$ cat src/rtl/sync_fiford_fwft.sv
// FWFT read controller: OUT/SKID output stage fed from a 1-cycle-latency memory.
// Latency 3 cycles from wptr_i change to rvalid_o; reads throttle when OUT and SKID are committed.
module sync_fiford_fwft #(
    parameter int AW       = 3,
    parameter int DW       = 32,
    parameter int AE_LEVEL = 2
) (
    input  logic          rclk,
    input  logic          rst,
    input  logic          rfifo_i,
    input  logic [AW:0]   wptr_i,
    input  logic [DW-1:0] rdata_i,
    output logic          ren_o,
    output logic [AW-1:0] raddr_o,
    output logic [AW:0]   rptr_o,
    output logic [DW-1:0] rdata_o,
    output logic          rvalid_o,
    output logic          rempty_o,
    output logic          raempty_o,
    output logic [AW:0]   rlevel_o,
    output logic          runderr_o
);

    logic [AW:0]   rptr_q, rptr_d;
    logic [1:0]    occ_q, occ_d;
    logic          fetch_q;
    logic [DW-1:0] out_q, out_d;
    logic [DW-1:0] skid_q, skid_d;
    logic          runderr_q;

    logic          pop;
    logic          notempty;
    logic [1:0]    committed;
    logic          load_out;
    logic [AW+1:0] ae_sum;

    assign pop       = rfifo_i & rvalid_o;
    assign notempty  = (rptr_q != wptr_i);
    // Entries already owned by the output stage, including the word still in flight.
    assign committed = occ_q + {1'b0, fetch_q};
    assign ren_o     = notempty & ((committed - {1'b0, pop}) < 2'd2);
    assign rptr_d    = rptr_q + {{AW{1'b0}}, ren_o};
    assign occ_d     = committed - {1'b0, pop};
    assign load_out  = fetch_q & ((occ_q == 2'd0) | (pop & (occ_q == 2'd1)));

    always_comb begin
        out_d  = out_q;
        skid_d = skid_q;
        if (pop && (occ_q == 2'd2)) begin
            out_d = skid_q;
        end else if (load_out) begin
            out_d = rdata_i;
        end
        if (fetch_q && !load_out) begin
            skid_d = rdata_i;
        end
    end

    always_ff @(posedge rclk) begin
        if (rst) begin
            rptr_q    <= '0;
            occ_q     <= '0;
            fetch_q   <= 1'b0;
            out_q     <= '0;
            skid_q    <= '0;
            runderr_q <= 1'b0;
        end else begin
            rptr_q    <= rptr_d;
            occ_q     <= occ_d;
            fetch_q   <= ren_o;
            out_q     <= out_d;
            skid_q    <= skid_d;
            runderr_q <= rfifo_i & ~rvalid_o;
        end
    end

    assign ae_sum = {1'b0, rlevel_o} + (AW+2)'(occ_q) + (AW+2)'(fetch_q);

    assign raddr_o   = rptr_q[AW-1:0];
    assign rptr_o    = rptr_q;
    assign rdata_o   = out_q;
    assign rvalid_o  = (occ_q != 2'd0);
    assign rempty_o  = ~rvalid_o;
    assign rlevel_o  = wptr_i - rptr_q;
    assign raempty_o = (ae_sum <= (AW+2)'(AE_LEVEL));
    assign runderr_o = runderr_q;

endmodule

$ cat config.mk
export PLATFORM = sky130hd
export DESIGN_NAME = sync_fiford_fwft
export DESIGN_NICKNAME = d
export VERILOG_FILES = /design/src/rtl/sync_fiford_fwft.sv
export SDC_FILE = /design/constraint.sdc
export NUM_CORES = 1
export LEC_CHECK = 0
export BUFFER_PORTS_ARGS = -buffer_cell sky130_fd_sc_hd__buf_2
export CAP_MARGIN = 30
export CORE_MARGIN = 2
export CORE_UTILIZATION = 50
export CTS_CLUSTER_DIAMETER = 40
export CTS_CLUSTER_SIZE = 40
export DETAILED_ROUTE_END_ITERATION = 7
export HOLD_SLACK_MARGIN = 0.06
export PLACE_DENSITY = 0.88
export SLEW_MARGIN = 20
export SYNTH_ARGS = -nofsm -noshare
export SYNTH_HDL_FRONTEND = slang
export SYNTH_SLANG_ARGS = --single-unit
export TNS_END_PERCENT = 100
$ cat constraint.sdc
create_clock -name rclk -period 6 [get_ports rclk]
set_input_delay 0.6 -clock rclk [delete_from_list [all_inputs] [get_ports rclk]]
set_output_delay 0.6 -clock rclk [all_outputs]
set_load 0.01 [all_outputs]
==> results of run 1 <==
## cells in the mapped netlist, types with 3 or more instances
cell type / number / area (µm²)
nor2b_1: 6 / 37.5
xnor2_1: 4 / 35.0
inv_1: 10 / 37.5
a21oi_1: 33 / 165
buf_4: 3 / 22.5
nor2_1: 67 / 251
clkbuf_1: 14 / 52.6
dfxtp_1: 72 / 1440
nand2_1: 65 / 244
buf_6: 7 / 78.8
xor2_1: 3 / 26.3
fa_1: 3 / 60.1
o221a_1: 30 / 338
ha_1: 8 / 100
## stage by stage
stage	util (%)	hold WS, ns	cells	total power (µW)
after detailed placement	58.6	0.447	484	1490
after global routing	63.5	0.477	500	2160
after CTS	63.5	0.458	500	2040
after global placement	58.1	0.442	483	1430
final	63.5	0.458	500	2020
after floorplan	-	0.437	345	1260
## metal layers
layer  part of all wire [%]  vias up
met1                     44     1251
li1                       -     1310
met4                    1.1        0
met2                     51       63
met5                      0        -
met3                    4.2        6
## registers in the layout (all words and copies together) (netlist names)
signal     flops
skid_q        32
occ_q          2
rdata_o       32
rptr_o         4
fetch_q        1
runderr_o      1
## power by group
| part | internal, µW | leakage [µW] | switching [µW] | total, µW |
|---|---|---|---|---|
| Clock | 362 | 0.000144 | 184 | 546 |
| Combinational | 329 | 0.000962 | 433 | 763 |
| Sequential | 622 | 0.000590 | 87.5 | 710 |
## worst max-delay path, delay by kind of cell
kind / cells / cell delay [ns]
AOI/OAI and AO/OA: 1 / 0.18
buffers and inverters: 5 / 0.43
and+or+nand+nor: 1 / 0.18
muxes: 1 / 0.10
adders and majority gates: 3 / 1.11
## cells by family (layout without fill, tap and decap cells)
family,Yosys count,count (layout),share of synthesized area (%)
buffers and inverters,38,118,6.90
xor gates and xnor gates,7,7,2.02
AOI/OAI and AO/OA,70,70,18.5
and+or+nand+nor,146,146,19.4
muxes,1,1,0.330
adders and majority gates,11,11,5.29
DFF,72,72,47.6
## final cells by class
| type | instances | area share, % |
|---|---|---|
| clock buffer | 9 | 3.31 |
| tap | 75 | 2.51 |
| timing repair buffer | 91 | 13.1 |
| clock inverter | 7 | 4.48 |
| multi-input combinational | 235 | 37.0 |
| sequential | 72 | 38.6 |
| inverter | 11 | 1.10 |
## worst min-delay path by stage
stage / to / depth (start not counted) / slack, ns / start
2_1_floorplan: skid_q[0] / 2 / 0.44 / skid_q[0]
3_3_place_gp: skid_q[31] / 2 / 0.44 / skid_q[31]
3_5_place_dp: skid_q[17] / 2 / 0.45 / skid_q[17]
4_1_cts: skid_q[17] / 2 / 0.46 / skid_q[17]
5_1_grt: skid_q[17] / 2 / 0.48 / skid_q[17]
6_report: skid_q[29] / 2 / 0.46 / skid_q[29]
## cells in the final DEF, fill, tap and decap left out, types with 2 or more instances in the layout
cell type	Yosys	final
buf_2	2	86
dfxtp_1	72	72
nor2_1	67	67
nand2_1	65	65
a21oi_1	33	33
o221a_1	30	30
inv_1	10	10
clkbuf_8	0	9
ha_1	8	8
nor2b_1	6	6
bufinv_16	0	5
xnor2_1	4	4
buf_4	3	4
xor2_1	3	3
fa_1	3	3
o221a_2	2	2
clkinv_4	0	2
==> results.py, run 1 <==
metrics = {
    "run_status": {
        "outcome": "complete, no violations",
    },
    "clock_tree": {
        "cts_buffers": 9,
        "cts_tree": "yes",
        "ctsHoldBuffers": 0,
        "clk-insertion-delay-late_ns": 0.33,
        "clock_sinks": 72,
        "cts_resized": 0,
        "clockBufferDepth": 2,
        "clk_pin_slew_ns": 0.08,
        "htreeDepth": 3,
        "ctsRootBufferMaster": "clkbuf_8",
        "post-cts-setup-buffers": 0,
    },
    "synthesis": {
        "synthArstFlopShare_pct": 0,
        "ys_types": 32,
        "yosys_warnings": 0,
        "syn_inst": 345,
        "synthFlopType": "dfxtp_1",
        "syn_avg_cell_area_um2": 8.78,
        "ys_ff_latch": 72,
        "synth_edf_count": 0,
        "yosysSeqAreaShare_pct": 47.6,
        "syn_nets": 395,
        "syn_area_um2": 3030,
    },
    "grt": {
        "overflow": 0,
        "use_met1_pct": 25.5,
        "grt_pass1_vias": 2536,
        "antenna_found_initial": 0,
        "grt_pass1_wl_mm": 11.2,
        "grt.total_usage_pct": 21.5,
        "met2_usage_pct": 38.5,
        "grt_max_degree": 73,
        "top_usage_layer": "met2",
        "grt_use_met3_pct": 4.18,
    },
    "sta": {
        "finalHoldViolCount": 0,
        "worst_slack_ns": 2.79,
        "setup_tns_ns": 0,
        "rsz0062_at_grt": "false",
        "clock.fmax_mhz": 311,
        "slew_viol_final": 0,
        "setup_viol": 0,
        "max_slew_margin_pct": 54.4,
        "period_minus_slack_ns": 3.21,
        "worstMarginPinSlew_ns": 0.685,
        "finClkSkew_ns": 0.0104,
        "fin_crit_sh_pct": 53.5,
    },
    "placement": {
        "port_buffers": 86,
        "dpl.hpwl_mm": 4.56,
        "detailed_place.area_um2": 3450,
        "gp_congestion": 0.790,
        "dp_slack_ns": 2.78,
    },
    "power": {
        "p_leak_uw": 0.00170,
        "ir_drop_mv": 0.355,
        "p_per_area_nw_per_um2": 540,
    },
    "worst_setup_path": {
        "crit_path_cell_trace": "buf_2 -> inv_1 -> ha_1 -> inv_1 -> fa_1 -> inv_1 -> fa_1 -> a211oi_1 -> mux2i_1 -> nor3_1 -> buf_2",
        "critical_path_peak_fanout": 3,
        "cp-start-kind": "primary input",
        "max_stage_delay_ns": 0.53,
        "crit_path_end": "raempty_o",
        "crit_arrival_ns": 2.61,
        "regToRegSetupSlack_ns": 3.30,
        "crit_start": "wptr_i[0]",
        "r2r_cells": 11,
        "critical_path_class": "in2out",
        "cpMaxStageDelayCell": "fa_1",
        "rr_startpoint": "occ_q[1]",
        "end_kind": "output pin",
        "regToRegEndpoint": "rptr_o[1]",
        "required_ns": 5.40,
        "crit_top_cell": "inv_1",
    },
    "detailed_routing": {
        "wire_per_inst_um": 13.6,
        "drtPass1Iterations": 4,
        "via_per_inst": 5.26,
        "antenna_left": 0,
        "drcViolationCount": 0,
        "drt_iter0_drc": 124,
        "vias": 2630,
        "finalWirelength_mm": 6.81,
    },
    "final_layout": {
        "syn2layout_area_growth_pct": 23.4,
        "layout-drive-gt1-share_pct": 26.6,
        "nets": 470,
        "design_area_um2": 3740,
        "n_antenna_cell": 0,
        "multiInputGateArea_um2": 1380,
        "fillers": 504,
        "regArea_um2": 1440,
    },
    "floorplan": {
        "ios": 87,
        "dieWidth_um": 81.8,
        "rows": 28,
        "initial_core_util_pct": 51.5,
        "die-area_um2": 6700,
        "die_y_um": 81.8,
        "core_region_area_um2": 5890,
    },
    "job": {
        "drv_cap": 0,
    },
    "hold_path": {
        "hold_class": "reg2reg",
    },
}
(Power assumes the default switching activity.)
==> run 2: changes to the inputs <==
--- a/config.mk
+++ b/config.mk
@@ -8,12 +8,12 @@
 export BUFFER_PORTS_ARGS = -buffer_cell sky130_fd_sc_hd__buf_2
 export CAP_MARGIN = 30
 export CORE_MARGIN = 2
-export CORE_UTILIZATION = 50
+export CORE_UTILIZATION = 46
 export CTS_CLUSTER_DIAMETER = 40
 export CTS_CLUSTER_SIZE = 40
 export DETAILED_ROUTE_END_ITERATION = 7
 export HOLD_SLACK_MARGIN = 0.06
-export PLACE_DENSITY = 0.88
+export PLACE_DENSITY = 0.86
 export SLEW_MARGIN = 20
 export SYNTH_ARGS = -nofsm -noshare
 export SYNTH_HDL_FRONTEND = slang
==> constraint.sdc (replaced) <==
create_clock -name rclk -period 2.85 [get_ports rclk]
set_input_delay 0.285 -clock rclk [delete_from_list [all_inputs] [get_ports rclk]]
set_output_delay 0.285 -clock rclk [all_outputs]
set_load 0.01 [all_outputs]
==> run 2 against run 1 <==
First-iteration DRC count down 28%. Total power up 100%. Via count down 1.6%. Worst setup slack worse by 2.7 ns. Combinational power up 120%. Clock power up 66%. Final cell count up 1.0%. Clock skew down 0.0058 ns.
==> results.py, run 2 (same netlist as run 1, synthesis figures left out) <==
metrics = {
    "run_status": {
        "outcome": "complete, no violations",
    },
    "final_layout": {
        "final_cell_mix": "buf_2 (86), dfxtp_1 (71), nor2_1 (67), nand2_1 (65), a21oi_1 (33)",
        "fillers": 579,
        "n_antenna_cell": 0,
        "nets": 473,
        "fin_cells": 505,
        "layout-drive-gt1-share_pct": 28.3,
        "layout_commonest_cell": "buf_2",
        "syn2layout_area_growth_pct": 22.3,
        "regArea_um2": 1440,
        "multiInputGateArea_um2": 1400,
    },
    "hold_path": {
        "hold_class": "in2reg",
    },
    "detailed_routing": {
        "antenna_left": 0,
        "drt_iter0_drc": 89,
        "drtPass1Iterations": 5,
        "wire_per_inst_um": 13.5,
        "via_per_inst": 5.13,
        "drcViolationCount": 0,
        "vias": 2589,
        "finalWirelength_mm": 6.83,
    },
    "floorplan": {
        "rows": 29,
        "ios": 87,
        "initial_core_util_pct": 47.7,
        "die_y_um": 85.2,
        "die-area_um2": 7250,
        "core_region_area_um2": 6350,
        "dieWidth_um": 85.2,
    },
    "clock_tree": {
        "ctsHoldBuffers": 0,
        "ctsRootBufferMaster": "clkbuf_8",
        "clock_sinks": 72,
        "clk_pin_slew_ns": 0.08,
        "cts_buffers": 9,
        "cts_tree": "yes",
        "clockBufferDepth": 2,
        "htreeDepth": 3,
        "clk-insertion-delay-late_ns": 0.34,
    },
    "sta": {
        "slew_viol_final": 0,
        "period_minus_slack_ns": 2.81,
        "fin_crit_sh_pct": 98.6,
        "hold_ws_ns": 0.187,
        "finalHoldViolCount": 0,
        "finClkSkew_ns": 0.00460,
        "max_slew_margin_pct": 48.1,
        "setup_viol": 0,
        "clock.fmax_mhz": 356,
        "rsz0062_at_grt": "true",
        "worstMarginPinSlew_ns": 0.777,
    },
    "grt": {
        "grt_max_degree": 33,
        "overflow": 0,
        "antenna_found_initial": 0,
        "grt_pass1_wl_mm": 11.1,
        "grt_pass1_vias": 2453,
        "grt.total_usage_pct": 19.1,
    },
    "placement": {
        "port_buffers": 86,
        "gp_congestion": 0.778,
        "dpl.hpwl_mm": 4.70,
        "place_inst": 487,
    },
    "power": {
        "p_leak_uw": 0.00167,
        "ir_drop_mv": 0.695,
        "p_per_area_nw_per_um2": 1090,
    },
    "worst_setup_path": {
        "critical_path_class": "reg2out",
        "cpMaxStageDelayCell": "fa_1",
        "max_stage_delay_ns": 0.58,
        "required_ns": 2.57,
        "end_kind": "output pin",
        "critical_path_peak_fanout": 3,
        "cp-start-kind": "flop",
        "crit_path_cell_trace": "ha_4 -> inv_2 -> fa_1 -> inv_1 -> fa_2 -> a211oi_2 -> mux2i_1 -> nor3_1 -> buf_2",
        "crit_arrival_ns": 2.53,
    },
    "job": {
        "drv_cap": 0,
    },
}
-- run 2: worst paths after layout --
path	slack, ns	to	cells past startpoint	start
setup / recovery	0.04	raempty_o	9	rptr_o[0]
hold / removal	0.19	skid_q[6]	3	rdata_i[6]
setup reg to reg	0.24	rptr_o[1]	11	occ_q[1]
hold reg to reg	0.46	skid_q[2]	2	skid_q[2]
-- run 2: power breakdown --
group          switching (µW)  internal (µW)  total (µW)
clock network             384            519         904
registers                 179           1310        1490
logic                     933            716        1650
total                    1500           2550        4040
-- run 2: layout make-up --
type	instances	area share, %
flip-flops and latches	72	39.0
repair buffers	94	13.2
clock buffers	10	3.72
well taps	77	2.60
inverters	11	1.11
multi-input cells	235	37.9
clock inverters	6	2.50
-- run 2: layer usage --
metal | share of wire (%) | up-vias | GRT usage [%]
met5 | 0 | - | 0
met2 | 46 | 83 | 32.0
li1 | - | 1320 | -
met1 | 46 | 1171 | 23.2
met3 | 5.6 | 15 | 4.77
met4 | 2.0 | 0 | 8.95
-- run 2: what timing repair did --
item / in CTS / in global routing
pin swaps: 0 / 5
setup buffers: 0 / 2
setup endpoints to repair: 1 / 1
resized for setup: 1 / 5
gates cloned: 0 / 0
-- run 2: worst max-delay path: cells and delay by family, from the launching register on --
kind / cells / cell delay (ns)
flip-flops: 1 / 0.36
AO/OA/AOI/OAI: 1 / 0.21
multiplexers: 1 / 0.11
buffers and inverters: 3 / 0.26
adder cells (fa/ha/maj): 3 / 1.07
AND/OR/NAND/NOR: 1 / 0.16
-- run 2: through the flow --
stage	utilization, %	area (µm²)	setup slack, ns	setup TNS (ns)	power (µW)
after floorplan	-	3030	0.343	0	2650
after global placement	54.1	3440	0.360	0	3020
after detailed placement	54.1	3440	0.288	0	3100
after CTS	57.8	3670	0.0267	0	4020
after global routing	58.3	3700	-0.0515	-0.0845	4330
final	58.3	3700	0.0389	0	4040
